`config.mk`:
```
export PLATFORM = sky130hd
export DESIGN_NAME = fht_unload_flat
export DESIGN_NICKNAME = d
export VERILOG_FILES = /design/src/rtl/fht_unload_pkg.sv /design/src/rtl/fht_unload_if.sv /design/src/rtl/fht_unload_line_fifo.sv /design/src/rtl/fht_unload.sv /design/src/flat_wrapper.sv
export SDC_FILE = /design/constraint.sdc
export NUM_CORES = 1
export LEC_CHECK = 0
export ABC_AREA = 1
export CORE_MARGIN = 10
export CORE_UTILIZATION = 53
export DETAILED_ROUTE_END_ITERATION = 12
export GPL_TIMING_DRIVEN = 0
export PLACE_DENSITY_LB_ADDON = 0.25
export SLEW_MARGIN = 5
export SYNTH_ARGS = -nofsm -noshare
export SYNTH_HDL_FRONTEND = slang
export SYNTH_SLANG_ARGS = --single-unit
```
`constraint.sdc`:
```
create_clock -name clk -period 4.6 [get_ports clk]
set_input_delay 0.46 -clock clk [delete_from_list [all_inputs] [get_ports clk]]
set_output_delay 0.46 -clock clk [all_outputs]
set_load 0.01 [all_outputs]
```
`src/rtl/fht_unload_pkg.sv`:
```
// Shared types and constants for the FHT bank unload path.
// Both the unloader and the line FIFO are sized from these.
package fht_unload_pkg;

  localparam int N_BANK    = 4;
  localparam int DEF_D_BIT = 22;

  // Unload FSM encoding, kept as plain constants for legacy tooling.
  localparam logic [1:0] ST_IDLE  = 2'd0;
  localparam logic [1:0] ST_RUN   = 2'd1;
  localparam logic [1:0] ST_DRAIN = 2'd2;

  typedef logic [1:0] unload_st_t;
  typedef logic [N_BANK*DEF_D_BIT-1:0] bank_line_t;

  // Width of one bank line (all four bank words side by side).
  function automatic int line_bits(input int d_bit);
    return N_BANK * d_bit;
  endfunction

endpackage

```
`src/rtl/fht_unload_if.sv`:
```
// Bank read port plus output valid/ready stream of the FHT unloader.
// master = the unloader, slave = banks and downstream consumer.
interface fht_unload_if #(
  parameter int A_BIT = 8,
  parameter int D_BIT = 22
);
  logic             start;
  logic             sel_b;
  logic             rd_en;
  logic [A_BIT-1:0] addr_rd;
  logic             rd_sel_b;
  logic [D_BIT-1:0] data_0;
  logic [D_BIT-1:0] data_1;
  logic [D_BIT-1:0] data_2;
  logic [D_BIT-1:0] data_3;
  logic [D_BIT-1:0] data;
  logic [A_BIT+1:0] index;
  logic             valid;
  logic             ready;
  logic             last;
  logic             rdy;

  modport master (
    input  start, sel_b, data_0, data_1, data_2, data_3, ready,
    output rd_en, addr_rd, rd_sel_b, data, index, valid, last, rdy
  );

  modport slave (
    output start, sel_b, data_0, data_1, data_2, data_3, ready,
    input  rd_en, addr_rd, rd_sel_b, data, index, valid, last, rdy
  );
endinterface

```
`src/rtl/fht_unload_line_fifo.sv`:
```
// Two-entry synchronous FIFO of bank lines, shared by loader and unloader,
// plus its protocol checker.
module fht_line_fifo #(
  parameter int W = 88
) (
  input  logic         clk,
  input  logic         rst,
  input  logic         push,
  input  logic [W-1:0] push_data,
  input  logic         pop,
  output logic [W-1:0] head,
  output logic [1:0]   count
);
  logic [W-1:0] mem_r [2];
  logic         wr_ptr_r;
  logic         rd_ptr_r;
  logic [1:0]   count_r;
  logic         do_push_s;
  logic         do_pop_s;

  // Qualify requests; a push into a full FIFO is allowed only alongside a pop.
  always_comb begin
    do_pop_s  = pop && (count_r != 2'd0);
    do_push_s = push && ((count_r != 2'd2) || do_pop_s);
  end

  // Storage, pointers and occupancy.
  always_ff @(posedge clk) begin
    if (rst) begin
      mem_r[0] <= '0;
      mem_r[1] <= '0;
      wr_ptr_r <= 1'b0;
      rd_ptr_r <= 1'b0;
      count_r  <= 2'd0;
    end else begin
      if (do_push_s) begin
        mem_r[wr_ptr_r] <= push_data;
        wr_ptr_r        <= ~wr_ptr_r;
      end
      if (do_pop_s) begin
        rd_ptr_r <= ~rd_ptr_r;
      end
      case ({do_push_s, do_pop_s})
        2'b10:   count_r <= count_r + 2'd1;
        2'b01:   count_r <= count_r - 2'd1;
        default: count_r <= count_r;
      endcase
    end
  end

  assign head  = mem_r[rd_ptr_r];
  assign count = count_r;

  fht_line_fifo_chk u_chk (
    .clk   (clk),
    .rst   (rst),
    .push  (push),
    .pop   (pop),
    .count (count_r)
  );
endmodule

module fht_line_fifo_chk (
  input logic       clk,
  input logic       rst,
  input logic       push,
  input logic       pop,
  input logic [1:0] count
);
  a_no_overflow: assert property (@(posedge clk) disable iff (rst)
    !(push && !pop && (count == 2'd2)));
  a_no_underflow: assert property (@(posedge clk) disable iff (rst)
    !(pop && (count == 2'd0)));
endmodule

```
`src/rtl/fht_unload.sv`:
```
// Streams a finished FHT out of the four coefficient banks in natural order,
// one sample per valid/ready beat.
module fht_unload
  import fht_unload_pkg::*;
#(
  parameter int A_BIT  = 8,
  parameter int D_BIT  = 22,
  parameter int RD_LAT = 2
) (
  input logic             clk,
  input logic             rst,
  fht_unload_if.master    bus
);
  localparam int LW = line_bits(D_BIT);
  localparam int NB = A_BIT + 2;

  unload_st_t        state_r;
  logic              sel_b_r;
  logic [A_BIT-1:0]  addr_r;
  logic [NB-1:0]     idx_r;
  logic [RD_LAT-1:0] pipe_r;

  logic [LW-1:0]     head_s;
  logic [LW-1:0]     push_line_s;
  logic [1:0]        fifo_cnt_s;
  logic [1:0]        inflight_s;
  logic [D_BIT-1:0]  data_s;
  logic              rd_en_s;
  logic              push_s;
  logic              pop_s;
  logic              valid_s;
  logic              xfer_s;
  logic              last_s;

  // Issue/handshake decode; at most two lines are ever buffered or in flight.
  always_comb begin
    inflight_s = 2'd0;
    for (int i = 0; i < RD_LAT; i++) begin
      inflight_s = inflight_s + {1'b0, pipe_r[i]};
    end
    rd_en_s     = (state_r == ST_RUN) &&
                  (({1'b0, fifo_cnt_s} + {1'b0, inflight_s}) < 3'd2);
    push_s      = pipe_r[RD_LAT-1];
    push_line_s = {bus.data_3, bus.data_2, bus.data_1, bus.data_0};
    valid_s     = (fifo_cnt_s != 2'd0);
    xfer_s      = valid_s && bus.ready;
    pop_s       = xfer_s && (idx_r[1:0] == 2'b11);
    last_s      = valid_s && (idx_r == {NB{1'b1}});
  end

  // Word select; lines always start at index 0, so idx[1:0] is the word pointer.
  always_comb begin
    case (idx_r[1:0])
      2'd0:    data_s = head_s[0*D_BIT +: D_BIT];
      2'd1:    data_s = head_s[1*D_BIT +: D_BIT];
      2'd2:    data_s = head_s[2*D_BIT +: D_BIT];
      default: data_s = head_s[3*D_BIT +: D_BIT];
    endcase
  end

  // FSM, read address, output index and read-latency pipe.
  always_ff @(posedge clk) begin
    if (rst) begin
      state_r <= ST_IDLE;
      sel_b_r <= 1'b0;
      addr_r  <= '0;
      idx_r   <= '0;
      pipe_r  <= '0;
    end else begin
      pipe_r <= (pipe_r << 1) | RD_LAT'(rd_en_s);
      if (rd_en_s) begin
        addr_r <= addr_r + A_BIT'(1);
      end
      if (xfer_s) begin
        idx_r <= idx_r + NB'(1);
      end
      case (state_r)
        ST_IDLE: begin
          if (bus.start) begin
            state_r <= ST_RUN;
            sel_b_r <= bus.sel_b;
            addr_r  <= '0;
            idx_r   <= '0;
          end
        end
        ST_RUN: begin
          if (rd_en_s && (addr_r == {A_BIT{1'b1}})) begin
            state_r <= ST_DRAIN;
          end
        end
        ST_DRAIN: begin
          if (xfer_s && last_s) begin
            state_r <= ST_IDLE;
          end
        end
        default: state_r <= ST_IDLE;
      endcase
    end
  end

  fht_line_fifo #(.W(LW)) u_fifo (
    .clk       (clk),
    .rst       (rst),
    .push      (push_s),
    .push_data (push_line_s),
    .pop       (pop_s),
    .head      (head_s),
    .count     (fifo_cnt_s)
  );

  assign bus.rd_en    = rd_en_s;
  assign bus.addr_rd  = addr_r;
  assign bus.rd_sel_b = sel_b_r;
  assign bus.data     = data_s;
  assign bus.index    = idx_r;
  assign bus.valid    = valid_s;
  assign bus.last     = last_s;
  assign bus.rdy      = (state_r == ST_IDLE);
endmodule

```
`src/flat_wrapper.sv`:
```
// flat-port wrapper written by rule: the top's interface ports become plain ports
module fht_unload_flat import fht_unload_pkg::*;
#(
  parameter int A_BIT  = 8,
  parameter int D_BIT  = 22,
  parameter int RD_LAT = 2
)
  (clk, rst, bus_start, bus_sel_b, bus_data_0, bus_data_1, bus_data_2, bus_data_3, bus_ready, bus_rd_en, bus_addr_rd, bus_rd_sel_b, bus_data, bus_index, bus_valid, bus_last, bus_rdy);
  fht_unload_if #(.A_BIT(A_BIT), .D_BIT(D_BIT)) bus_i ();
  input logic clk;
  input logic rst;
  input wire logic [$bits(bus_i.start)-1:0] bus_start;
  input wire logic [$bits(bus_i.sel_b)-1:0] bus_sel_b;
  input wire logic [$bits(bus_i.data_0)-1:0] bus_data_0;
  input wire logic [$bits(bus_i.data_1)-1:0] bus_data_1;
  input wire logic [$bits(bus_i.data_2)-1:0] bus_data_2;
  input wire logic [$bits(bus_i.data_3)-1:0] bus_data_3;
  input wire logic [$bits(bus_i.ready)-1:0] bus_ready;
  output wire logic [$bits(bus_i.rd_en)-1:0] bus_rd_en;
  output wire logic [$bits(bus_i.addr_rd)-1:0] bus_addr_rd;
  output wire logic [$bits(bus_i.rd_sel_b)-1:0] bus_rd_sel_b;
  output wire logic [$bits(bus_i.data)-1:0] bus_data;
  output wire logic [$bits(bus_i.index)-1:0] bus_index;
  output wire logic [$bits(bus_i.valid)-1:0] bus_valid;
  output wire logic [$bits(bus_i.last)-1:0] bus_last;
  output wire logic [$bits(bus_i.rdy)-1:0] bus_rdy;
  assign bus_i.start = bus_start;
  assign bus_i.sel_b = bus_sel_b;
  assign bus_i.data_0 = bus_data_0;
  assign bus_i.data_1 = bus_data_1;
  assign bus_i.data_2 = bus_data_2;
  assign bus_i.data_3 = bus_data_3;
  assign bus_i.ready = bus_ready;
  assign bus_rd_en = bus_i.rd_en;
  assign bus_addr_rd = bus_i.addr_rd;
  assign bus_rd_sel_b = bus_i.rd_sel_b;
  assign bus_data = bus_i.data;
  assign bus_index = bus_i.index;
  assign bus_valid = bus_i.valid;
  assign bus_last = bus_i.last;
  assign bus_rdy = bus_i.rdy;
  fht_unload #(.A_BIT(A_BIT), .D_BIT(D_BIT), .RD_LAT(RD_LAT)) u_core (.clk(clk), .rst(rst), .bus(bus_i));
endmodule
```
### After elaboration in Yosys (flattened, before gate mapping)

Memory sizes are Yosys's and may differ from the RTL's. A register that Yosys moved wholly into a read port is not among the register bits.
Cells that the tools add are included.

| word-level totals | value |
|---|---|
| logic and storage cells | 70 |
| bits of input ports | 93 |
| RAM bits | 176 |
| register bits | 27 |
| memories | 1 |

| operators by class | value |
|---|---|
| reduce and logical (&&, ||, !) cells | 16 |
| add/subtract/negate cells | 6 |
| bitwise gates (word level) | 3 |
| order comparisons | 1 |
| equal/unequal tests | 13 |
| muxes and demuxes | 22 |

Memory list:

| name | depth | bits a word | read ports | clocked after Yosys merged registers in | write ports | RTL line | source |
|---|---|---|---|---|---|---|---|
| u_core.u_fifo.mem_r | 2 | 88 | 1 | 1 | 2 | fht_unload_line_fifo.sv:14 | `logic [W-1:0] mem_r [2];` |

Operator list:

| kind | number |
|---|---|
| two-way mux 88 bit | 1 |
| OR reduction 88 bit | 1 |
| one-hot mux 22 bit (3 select lines) | 1 |
| two-way mux 10 bit | 3 |
| two-way mux 8 bit | 3 |
| adder 10 x 1 -> 10 bit (second input constant) | 1 |
| == test 10 bit (second input constant) | 1 |
| two-way mux 1 bit | 9 |
| adder 8 x 1 -> 8 bit (second input constant) | 1 |
| == test 2 bit (second input constant) | 4 |
| == test 8 bit (second input constant) | 1 |
| logical AND 1 bit | 8 |
| == test 2 x 1 -> 1 bit (second input constant) | 3 |
| two-way mux 2 bit | 3 |
| inequality test 2 bit (second input constant) | 3 |
| one-hot mux 2 bit (3 select lines) | 1 |
| logical NOT 2 bit | 2 |
| one-hot mux 2 bit (2 select lines) | 1 |
| nonzero test 2 bit | 2 |
| adder 2 x 2 -> 3 bit | 1 |
| < comparator 3 x 2 -> 1 bit (second input constant) | 1 |
| AND reduction 3 bit | 1 |
| adder 1 x 1 -> 2 bit | 1 |
| adder 2 x 1 -> 2 bit (second input constant) | 1 |
| other kinds (6) | 7 |

### Depth between registers and ports, before layout

Gate-level depths: netlist of the first run.

| logic depth | value |
|---|---|
| word-level depth | 11 |
| gate-level depth with buffers | 9 |
| depth with buffers taken out | 8 |

### Cells and area by module

Synthesis of the first run repeated with hierarchy kept, for this count alone.

| second synthesis, totals | value |
|---|---|
| cells, all modules | 878 |
| area total of the unflattened synthesis | 9392.8 µm² |

By module, submodules not included:

| module | cells an instance | area each (µm²) | seq. area each (µm²) | times used |
|---|---|---|---|---|
| fht_line_fifo | 594 | 7697.4 | 5385.2 | 1 |
| fht_unload | 284 | 1695.4 | 460.4 | 1 |

### Worst setup path before layout of the first run

No wires, ideal clock.

| timing path | value |
|---|---|
| kind | register -> register |
| start | register u_core.idx_r[0] (netlist: u_core.bus.index[0]) |
| end | memory u_core.u_fifo.mem_r[1][0], enable pin |
| data required time | 4.150 ns |
| cell stages (with the launch flop) | 8 |
| setup time | 0.450 ns |
| slack | 0.783 ns |
| period minus slack after synthesis | 3.817 ns |
| arrival time | 3.367 ns |
| cells stage by stage | dfxtp_1 > ha_1 > nand3_2 > nand3_2 > nand4_4 > buf_2 > buf_6 > nand2_1 |

RTL lines:

| what | RTL line | source |
|---|---|---|
| from (decl) | fht_unload.sv:20 | `logic [NB-1:0] idx_r;` |
| from (signal assigned) | fht_unload.sv:75 | `idx_r <= idx_r + NB'(1);` |
| to (decl) | fht_unload_line_fifo.sv:14 |  |

### Final worst setup path of the first run

| timing path | value |
|---|---|
| start | register u_core.idx_r[0] (netlist: u_core.bus.index[0]) |
| end | output bus_data[12] |

| between the ends | value |
|---|---|
| word-level cells in the longest chain between the ends | 2 |
| elaborated cells on any way between the ends | 4 |
| classes of those cells | eq/ne (2); mux (1); reduce/logical (1) |

Ends and longest elaborated chain:

| what | RTL line | source |
|---|---|---|
| == test 2 bit, or another cell as far along | fht_unload.sv:53 | `case (idx_r[1:0])` |
| one-hot mux 22 bit (3 select lines) * | fht_unload.sv:53 |  |
| to (decl) | flat_wrapper.sv:22 | `output wire logic [$bits(bus_i.data)-1:0] bus_data;` |

Mark *: on every way between the ends. The rest lies on a longest branch, timed or not.

==> impl_metrics.env, run 1 <==
export IMPL_vias=7365
export IMPL_vias_per_cell=5.411
export IMPL_critPathTopFamily="buffers and inverters"
export IMPL_grtUsageTotal_pct=22.04
export IMPL_multiInputGateArea_sq_um=2656
export IMPL_slew_limit_headroom_pct=42.77
export IMPL_max_freq_mhz=248.7
export IMPL_final_common_cell="nor2_1"
export IMPL_min_delay_path_class="in2reg"
export IMPL_crit_path_end_kind="output port"
export IMPL_rsz0062_at_grt="no"
export IMPL_firstDrtPassIters=6
export IMPL_ant_nets=0
export IMPL_post_cts_buffers=0
export IMPL_critPathKind="reg2out"
export IMPL_endpoint="bus_data[12]"
export IMPL_start_util_pct=53.52
export IMPL_cp_slowest_stage_delay_ps=680
export IMPL_critical_path_arrival_ps=3560
export IMPL_routed_wl_mm=25.66
export IMPL_path_cells="inv_1, ha_1, clkbuf_1, clkbuf_1, nand2_1, nand3_1, nand3_1, o21ai_0, clkdlybuf4s50_1"
export IMPL_wl_per_cell_microns=18.85
export IMPL_required_ps=4140
export IMPL_yosys_warnings=0
export IMPL_yosysUniqueCellTypes=26
export IMPL_cts_tree="built"
export IMPL_area_growth_pct=26.09
export IMPL_fin_crit_ps=4022
export IMPL_placed_cells=1323
export IMPL_synth_seq_cells=204
export IMPL_rrSetupSlack_ps=1530
export IMPL_cts_root_buf="clkbuf_16"
export IMPL_dp_hpwl_mm=17.55
export IMPL_netlist_area_sq_um=9193
export IMPL_finalHoldViolations=0
export IMPL_antenna_found_initial=1
export IMPL_postCtsHoldBufs=0
export IMPL_critical_path_depth=9
export IMPL_cts_buffers=21
export IMPL_startpoint_type="register"
export IMPL_grt_pass1_vias=7184
export IMPL_r2r_start="u_core.bus.index[0]$_SDFF_PP0_"
export IMPL_grt_max_degree=57
export IMPL_status="finished, final reports clean"
export IMPL_clk_latency_ps=500
export IMPL_crit_fanout=10
export IMPL_die_h_microns=151.7
export IMPL_setup_viol=0
export IMPL_cts_resized_gates=0
export IMPL_layout_common_cells="nor2_1 (221), edfxtp_1 (176), clkdlybuf4s50_1 (136), nand2_1 (131), inv_1 (117)"
export IMPL_diodes=0
export IMPL_overflow=0
export IMPL_core_area_sq_um=17180
export IMPL_drive_above_1_share_pct=6.426
export IMPL_worst_pin_slew_ps=858.4
export IMPL_stdcell_count=1361
export IMPL_fin_crit_sh_pct=87.43
export IMPL_dieArea_sq_um=23010
export IMPL_rr_worst_depth=8
export IMPL_n_fill_cell=1387
export IMPL_grt_pass1_wl_mm=39.09
export IMPL_cts_sinks=204
export IMPL_portBuffers=136
export IMPL_tns_ps=0
export IMPL_peakVddDrop_mv=0.2629
export IMPL_clockBufferDepth=3
export IMPL_leakage_uw=0.004753
export IMPL_syn_mean_instance_area_sq_um=9.576
export IMPL_drv_slew=0
export IMPL_cts_clk_slew_worst_paths_ps=60
export IMPL_fin_skew_ps=7.738
export IMPL_max_cap_violations=0
export IMPL_power_density_nw_per_um2=356.8
export IMPL_drc=0
export IMPL_synthCells=960
export IMPL_cts_max_level=1
export IMPL_worstReg2RegEnd="u_core.u_fifo.mem_r[1][62]$_SDFFCE_PN0P_"
export IMPL_syn_nets=1059
export IMPL_drt_iter0_markers=932
export IMPL_yosysSeqAreaShare_pct=63.59
export IMPL_gp_congestion=0.8656
export IMPL_core_rowCount=48
export IMPL_critical_path_buf_inv_count=4
export IMPL_die_w_microns=151.7
export IMPL_nets=1220
export IMPL_seqCellArea_sq_um=5846
export IMPL_critical_path_slowest_cell="clkbuf_1"
export IMPL_total_power_uw=4136
export IMPL_startpoint="u_core.bus.index[0]$_SDFF_PP0_"
export IMPL_io_pins=138
==> per-layer routing <==
metal	GRT usage, %	vias up	wire length [microns]
met5	0	-	13
met4	7.436	2	747
met3	5.019	65	2950
met2	35.53	448	12040
met1	28.83	3388	9909
li1	-	3462	-
==> layout make-up <==
class / instances / area share [%]
inverters: 119 / 3.854
plain buffers: 48 / 2.234
clock buffers: 21 / 4.534
clock inverters: 17 / 1.382
well taps: 225 / 2.429
flip-flops and latches: 204 / 50.43
multi-input cells: 589 / 22.92
repair buffers: 138 / 12.22
==> metrics by stage <==
step | utilization, % | setup slack (ps) | hold slack (ps) | cell area [sq um]
final | 67.48 | 578.4 | 241.5 | 11590
after global routing | 67.48 | 487.1 | 259.7 | 11590
after CTS | 67.48 | 674.7 | 234.6 | 11590
after detailed placement | 63.49 | 1244 | 417.2 | 10910
after global placement | 63.08 | -681.4 | 420.6 | 10840
after floorplan | - | 783.1 | 406.8 | 9193
==> synth_stat cells <==
| cell | n | area (sq um) |
|---|---|---|
| a21oi_1 | 57 | 285.3 |
| buf_1 | 12 | 45.04 |
| buf_2 | 3 | 15.01 |
| buf_6 | 10 | 112.6 |
| clkbuf_1 | 23 | 86.33 |
| clkinv_1 | 2 | 7.510 |
| dfxtp_1 | 28 | 560.5 |
| edfxtp_1 | 176 | 5285 |
| ha_1 | 6 | 75.07 |
| inv_1 | 117 | 439.2 |
| nand2_1 | 133 | 499.2 |
| nand2_2 | 2 | 12.51 |
| nand2_4 | 1 | 11.26 |
| nand3_1 | 77 | 385.4 |
| nand3_2 | 2 | 20.02 |
| nand3b_1 | 1 | 7.510 |
| nand4_1 | 7 | 43.79 |
| nand4_4 | 1 | 21.27 |
| nor2_1 | 221 | 829.6 |
| nor2_2 | 18 | 112.6 |
| nor2_4 | 1 | 11.26 |
| nor3_1 | 2 | 10.01 |
| nor4_1 | 1 | 6.260 |
| o21ai_0 | 55 | 275.3 |
| xnor2_1 | 2 | 17.52 |
| xor2_1 | 2 | 17.52 |
==> power breakdown <==
part | internal (uW) | switching, uW
Clock | 1000 | 701
Combinational | 145 | 187
Sequential | 2080 | 24.9
==> registers in the layout (all words and copies together) (netlist names), named ones only <==
register                count
u_core.bus.index           10
u_core.pipe_r               2
u_core.u_fifo.count         2
u_core.bus.addr_rd          8
u_core.u_fifo.mem_r       176
u_core.u_fifo.rd_ptr_r      1
u_core.bus.rd_sel_b         1
u_core.u_fifo.wr_ptr_r      1
u_core.state_r              2
==> cells by family (layout without fill, tap and decap cells) <==
| kind of cell | count (synthesis) | in the layout | synth area share (%) |
|---|---|---|---|
| compound gates | 112 | 112 | 6.098 |
| xor+xnor | 4 | 4 | 0.3812 |
| fa+ha+maj | 6 | 6 | 0.8166 |
| buf+inv | 167 | 343 | 7.677 |
| flops | 204 | 204 | 63.59 |
| simple gates | 467 | 467 | 21.44 |
==> how the worst min path moves through the flow <==
stage | depth (start not counted) | endpoint | from | slack [ps]
after global placement | 2 | u_core.pipe_r[1]$_SDFF_PP0_ | u_core.pipe_r[0]$_SDFF_PP0_ | 420
final | 2 | u_core.state_r[0]$_SDFFE_PP0P_ | rst | 240
after global routing | 2 | u_core.state_r[1]$_SDFFE_PP0P_ | rst | 260
after floorplan | 2 | u_core.pipe_r[1]$_SDFF_PP0_ | u_core.pipe_r[0]$_SDFF_PP0_ | 410
after CTS | 2 | u_core.state_r[1]$_SDFFE_PP0P_ | rst | 230
after detailed placement | 2 | u_core.pipe_r[1]$_SDFF_PP0_ | u_core.pipe_r[0]$_SDFF_PP0_ | 420
No activity file was read; power rests on OpenSTA's default activity.
==> inputs of run 2 (changes only) <==
Settings changed: SLEW_MARGIN 5 to unset, SYNTH_HIERARCHICAL set to 1.
==> run 2 against run 1 <==
Compared with the run above: clock power is 5% higher; fmax is 21% higher; power grew 2.1%.
==> impl_metrics.env, run 2 <==
export IMPL_r2r_start="u_core/bus.index[0]$_SDFF_PP0_"
export IMPL_synth_area_top_cells="edfxtp_1 (56%), mux2_2 (11%), nor2_1 (9.2%)"
export IMPL_grt_pass1_wl_mm=36.49
export IMPL_post_cts_buffers=0
export IMPL_vias_per_cell=5.331
export IMPL_syn_mean_instance_area_sq_um=10.70
export IMPL_fin_skew_ps=14.57
export IMPL_power_density_nw_per_um2=356.5
export IMPL_die_w_microns=153.1
export IMPL_multiInputGateArea_sq_um=2897
export IMPL_yosysSeqAreaShare_pct=62.24
export IMPL_core_rowCount=48
export IMPL_routed_wl_mm=24.07
export IMPL_status="finished, final reports clean"
export IMPL_netlist_area_sq_um=9393
export IMPL_critical_path_arrival_ps=2860
export IMPL_async_flop_share_pct=0
export IMPL_synth_top_cell_area_share_pct=56.27
export IMPL_drive_above_1_share_pct=16.70
export IMPL_synthCells=878
export IMPL_antenna_found_initial=0
export IMPL_design_area_sq_um=11840
export IMPL_cts_clk_slew_worst_paths_ps=60
export IMPL_io_pins=138
export IMPL_total_power_uw=4222
export IMPL_cts_sinks=204
export IMPL_rrSetupSlack_ps=1300
export IMPL_clockBufferDepth=3
export IMPL_regMostFlops="u_core/u_fifo/mem_r"
export IMPL_crit_fanout=10
export IMPL_crit_path_end_kind="output port"
export IMPL_cts_buffers=21
export IMPL_grt_max_degree=59
export IMPL_layout_common_cells="nor2_1 (231), edfxtp_1 (176), clkdlybuf4s50_1 (137), inv_1 (114), mux2_2 (88)"
export IMPL_routed_wl_met3_mm=2.309
export IMPL_area_growth_pct=26.08
export IMPL_ys_flop_type="edfxtp_1"
export IMPL_startpoint_type="register"
export IMPL_max_cap_violations=0
export IMPL_wl_met2_mm=11.40
export IMPL_yosysMostFrequentCell="nor2_1"
export IMPL_seqCellArea_sq_um=5846
export IMPL_top_layer_used="met4"
export IMPL_dp_hpwl_mm=17.40
export IMPL_setup_viol=0
export IMPL_cts_max_level=1
export IMPL_dp_slack_ps=1289
export IMPL_yosysTopAreaCell="edfxtp_1"
export IMPL_final_common_cell="nor2_1"
export IMPL_drc=0
export IMPL_required_ps=4140
export IMPL_die_h_microns=153.1
export IMPL_min_delay_path_class="reg2reg"
export IMPL_peakVddDrop_mv=0.2430
export IMPL_worstHoldStart="u_core/pipe_r[0]$_SDFF_PP0_"
export IMPL_cts_root_buf="clkbuf_16"
export IMPL_gp_congestion=0.8724
export IMPL_slew_limit_headroom_pct=60.40
export IMPL_core_area_sq_um=17360
export IMPL_firstDrtPassIters=5
export IMPL_portBuffers=137
export IMPL_finalHoldViolations=0
export IMPL_overflow=0
export IMPL_synth_edf_count=176
export IMPL_synth_seq_cells=204
export IMPL_fin_crit_sh_pct=72.17
export IMPL_largest_reg_flops=176
export IMPL_cts_resized_gates=0
export IMPL_start_util_pct=54.12
export IMPL_fin_crit_ps=3320
export IMPL_drv_slew=0
export IMPL_min_to="u_core/pipe_r[1]$_SDFF_PP0_"
export IMPL_synthTopCellsByCount="nor2_1 (231), edfxtp_1 (176), inv_1 (114), mux2_2 (88), nand2_1 (87)"
export IMPL_worst_pin_slew_ps=594.0
export IMPL_drt_iter0_markers=710
export IMPL_hold_slack_ps=422.0
export IMPL_rsz0062_at_grt="no"
export IMPL_yosysUniqueCellTypes=32
export IMPL_vias=6818
export IMPL_tns_ps=0
export IMPL_ant_nets=0
export IMPL_rr_worst_depth=9
export IMPL_grt_pass1_vias=6816
export IMPL_n_fill_cell=1310
export IMPL_postCtsHoldBufs=0
export IMPL_dieArea_sq_um=23450
export IMPL_yosys_warnings=6
export IMPL_nets=1140
export IMPL_placed_area_sq_um=11120
export IMPL_worst_slack_ps=1280
export IMPL_max_freq_mhz=301.2
export IMPL_hold_path_depth=2
export IMPL_clk_latency_ps=500
export IMPL_diodes=0
export IMPL_worstReg2RegEnd="u_core/u_fifo/mem_r[0][57]$_SDFFCE_PN0P_"
export IMPL_wl_per_cell_microns=18.82
export IMPL_leakage_uw=0.004831
export IMPL_syn_nets=978
export IMPL_critPathKind="reg2out"
export IMPL_grtUsageTotal_pct=19.52
export IMPL_cts_tree="built"
export IMPL_drt_met1_wl_mm=9.441
==> run 2: changes by cell type after synthesis, moves of 10 or more <==
cell      before  now
a21oi_1       57   36
a31oi_1        0   22
buf_1         12    1
buf_2          3   25
clkbuf_1      23    9
mux2_2         0   88
nand2_1      133   87
nand3_1       77    5
nor2_1       221  231
nor2_2        18    5
o21ai_0       55    2
==> run 2: power by group <==
group	leakage [uW]	internal (uW)	total, uW	switching [uW]
registers	0.00205	2080	2100	21.9
logic	0.00243	163	339	175
clock network	0.000358	1110	1780	669
total	0.00483	3360	4220	866
==> run 2: per-layer routing <==
metal	GRT usage, %	vias up
met3	4.181	58
met5	0	-
li1	-	3221
met1	24.87	3200
met2	31.52	339
met4	8.265	0
==> run 2: critical path: stages (launching register included) <==
cell and delay (ps):
dfxtp_1 370, ha_1 350, inv_1 230, clkbuf_1 370, nor2_1 110, a31oi_1 320, clkdlybuf4s50_1 620
==> run 2: how the worst max path moves through the flow <==
stage / startpoint / end / cells after the start
3_3_place_gp: bus_ready / u_core/u_fifo/mem_r[0][53]$_SDFFCE_PN0P_ / 8
6_report: u_core/bus.index[0]$_SDFF_PP0_ / bus_data[15] / 6
3_5_place_dp: bus_ready / u_core/u_fifo/mem_r[0][55]$_SDFFCE_PN0P_ / 9
4_1_cts: u_core/bus.index[0]$_SDFF_PP0_ / u_core/u_fifo/mem_r[0][67]$_SDFFCE_PN0P_ / 9
2_1_floorplan: u_core/bus.index[0]$_SDFF_PP0_ / u_core/u_fifo/mem_r[1][0]$_SDFFCE_PN0P_ / 9
5_1_grt: u_core/bus.index[0]$_SDFF_PP0_ / bus_data[15] / 6
==> run 2: cells by family (layout without fill, tap and decap cells) <==
kind of cell | Yosys count | after routing | share of synthesized area, %
AND/OR/NAND/NOR | 346 | 346 | 14.96
multiplexers | 88 | 88 | 10.55
adder cells (fa/ha/maj) | 7 | 7 | 0.9324
buffers and inverters | 162 | 338 | 7.087
XOR/XNOR | 2 | 2 | 0.1865
flip-flops | 204 | 204 | 62.24
AO/OA/AOI/OAI | 69 | 69 | 4.050
==> run 2: cell type report <==
type                       count  share of cell area, %
clock buffer                  23                  4.501
tap                          225                  2.377
multi-input combinational    512                  24.46
inverter                     123                  3.899
buffer                        39                  1.722
clock inverter                14                  1.638
sequential                   204                  49.36
timing repair buffer         139                  12.04
==> run 2: stage by stage <==
step / std cells / utilization, %
floorplan: 878 / -
finish: 1279 / 68.23
detailed placement: 1242 / 64.04
global placement: 1240 / 63.64
global route: 1279 / 68.23
CTS: 1279 / 68.23
==> inputs of run 3 (changes only) <==
Settings changed: CORE_UTILIZATION 53 to 49.
Clock period 4.6 ns to 2.8 ns, I/O delays scaled along.
==> run 3 against run 2 <==
Compared with the run above: critical path depth unchanged; utilization down 3.7 points; sequential share of layout area down 1.0 points; register-to-register slack worse by 1100 ps; clock-buffer cell count up 1; worst setup slack worse by 1200 ps; die area up 7.1%; sequential power up 64%; via count down 1.0%; critical endpoint is now bus_data[17]; largest power group unchanged.
==> impl_metrics.env, run 3 (synthesized netlist as in run 2, its figures left out) <==
export IMPL_fin_crit_ps=2753
export IMPL_dp_hpwl_mm=16.81
export IMPL_vias=6750
export IMPL_clockBufferDepth=3
export IMPL_wl_per_cell_microns=18.71
export IMPL_startpoint_type="register"
export IMPL_path_cells="buf_4, buf_4, mux2_2, a21oi_1, a31oi_2, clkdlybuf4s50_1"
export IMPL_drive_above_1_share_pct=20.23
export IMPL_rr_worst_depth=9
export IMPL_firstDrtPassIters=6
export IMPL_crit_fanout=10
export IMPL_drv_slew=0
export IMPL_die_w_microns=158.5
export IMPL_cts_root_buf="clkbuf_16"
export IMPL_largest_reg_flops=176
export IMPL_diodes=0
export IMPL_area_growth_pct=28.87
export IMPL_cts_tree="built"
export IMPL_cp_common_cell="buf_4"
export IMPL_cts_sinks=204
export IMPL_die_h_microns=158.5
export IMPL_r2r_start="u_core/u_fifo/count[0]$_SDFFE_PP0P_"
export IMPL_rsz0062_at_grt="yes"
export IMPL_nets=1142
export IMPL_status="finished, final reports clean"
export IMPL_crit_path_end_kind="output port"
export IMPL_stdcell_count=1292
export IMPL_core_rowCount=50
export IMPL_dieArea_sq_um=25110
export IMPL_required_ps=2520
export IMPL_worstHoldStart="bus_sel_b"
export IMPL_gp_congestion=0.9514
export IMPL_critical_path_arrival_ps=2470
export IMPL_regMostFlops="u_core/u_fifo/mem_r"
export IMPL_fin_crit_sh_pct=98.33
export IMPL_core_area_sq_um=18770
export IMPL_grt_max_degree=45
export IMPL_rrSetupSlack_ps=210
export IMPL_routed_wl_mm=24.17
export IMPL_start_util_pct=50.05
export IMPL_grtUsageTotal_pct=18.97
export IMPL_cp_slowest_stage_delay_ps=510
export IMPL_overflow=0
export IMPL_power_density_nw_per_um2=595.4
export IMPL_worst_pin_slew_ps=551.9
export IMPL_layout_common_cells="nor2_1 (224), edfxtp_1 (176), clkdlybuf4s50_1 (124), inv_1 (112), mux2_2 (88)"
export IMPL_worstReg2RegEnd="u_core/u_fifo/mem_r[0][29]$_SDFFCE_PN0P_"
export IMPL_critical_path_slowest_cell="clkdlybuf4s50_1"
export IMPL_vias_per_cell=5.224
export IMPL_finalHoldViolations=0
export IMPL_max_freq_mhz=363.2
export IMPL_placed_cells=1249
export IMPL_max_cap_violations=0
export IMPL_grt_pass1_vias=6693
export IMPL_cts_buffers=22
export IMPL_portBuffers=137
export IMPL_final_util_pct=64.49
export IMPL_design_area_sq_um=12100
export IMPL_drc=0
export IMPL_fin_skew_ps=11.40
export IMPL_postCtsHoldBufs=0
export IMPL_cts_clk_slew_worst_paths_ps=60
export IMPL_worst_slack_ps=46.86
export IMPL_ant_nets=0
export IMPL_cts_max_level=1
export IMPL_min_to="u_core/bus.rd_sel_b$_SDFFE_PP0P_"
export IMPL_io_pins=138
export IMPL_min_delay_path_class="in2reg"
export IMPL_antenna_found_initial=0
export IMPL_clk_latency_ps=500
export IMPL_hold_slack_ps=332.9
export IMPL_drt_iter0_markers=529
export IMPL_hold_path_depth=3
export IMPL_dp_slack_ps=-700.5
export IMPL_final_common_cell="nor2_1"
export IMPL_leakage_uw=0.005010
export IMPL_setup_viol=0
export IMPL_grt_pass1_wl_mm=36.40
export IMPL_peakVddDrop_mv=0.4719
export IMPL_critPathKind="reg2out"
export IMPL_slew_limit_headroom_pct=63.15
export IMPL_placed_area_sq_um=11070
==> run 3: cell count changes in the layout (fill, tap and decap cells not counted), sizes merged <==
cell,delta
bufinv,+1
clkbuf,+3
buf,-4
dlygate4sd2,+5
nand2,+3
clkinvlp,+3
clkdlybuf4s50,-13
clkinv,-2
dlymetal6s2s,+8
==> run 3: critical path: cells and delay by family, from the launching register on <==
kind / cells / cell delay [ps]
buffers and inverters: 3 / 900
muxes: 1 / 370
DFF: 1 / 300
AOI/OAI and AO/OA: 2 / 400
==> run 3: worst max path at each step <==
stage,start,end,slack (ps),cells after the start
2_1_floorplan,u_core/bus.index[0]$_SDFF_PP0_,u_core/u_fifo/mem_r[1][0]$_SDFFCE_PN0P_,230,9
3_3_place_gp,u_core/bus.index[0]$_SDFF_PP0_,u_core/u_fifo/mem_r[0][53]$_SDFFCE_PN0P_,-680,8
3_5_place_dp,u_core/bus.index[0]$_SDFF_PP0_,u_core/u_fifo/mem_r[0][55]$_SDFFCE_PN0P_,-700,8
4_1_cts,register,bus_data[9],5,7
5_1_grt,register,bus_data[4],-0.5,6
6_report,register,bus_data[17],50,6
==> run 3: repair_timing <==
item | 4_1_cts | 5_1_grt
gates resized for setup | 39 | 28
setup endpoints to repair | 198 | 17
pin swaps | 2 | 0
gates cloned | 3 | 0
buffers inserted | 0 | 0
==> run 3: cell type report <==
cell class	count	area (sq um)
fillers	1477	6664
well taps	234	292.8
clock buffers	24	579.3
multi-input cells	515	3045
inverters	123	461.7
repair buffers	137	1385
plain buffers	39	252.7
flip-flops and latches	204	5848
clock inverters	16	239.0
==> run 3: power breakdown <==
group	switching (uW)	internal (uW)	leakage (uW)
Sequential	35.2	3410	0.00205
Clock	1150	2050	0.000393
Combinational	297	262	0.00257
==> run 3: layer usage <==
| metal | vias to the layer above | routed length [microns] | global-route usage (%) | share of wire, % |
|---|---|---|---|---|
| li1 | 3244 | - | - | - |
| met1 | 3152 | 9623 | 24.46 | 40 |
| met2 | 311 | 11310 | 29.99 | 47 |
| met3 | 43 | 2545 | 5.262 | 11 |
| met4 | 0 | 692 | 6.925 | 2.9 |
| met5 | - | 0 | 0 | 0 |
==> run 3: per-stage QoR <==
stage | TNS, ps | power [uW]
6_report | 0 | 7207
5_1_grt | -0.5482 | 7431
2_1_floorplan | 0 | 3754
3_3_place_gp | -112950 | 4051
4_1_cts | 0 | 7252
3_5_place_dp | -119740 | 4061
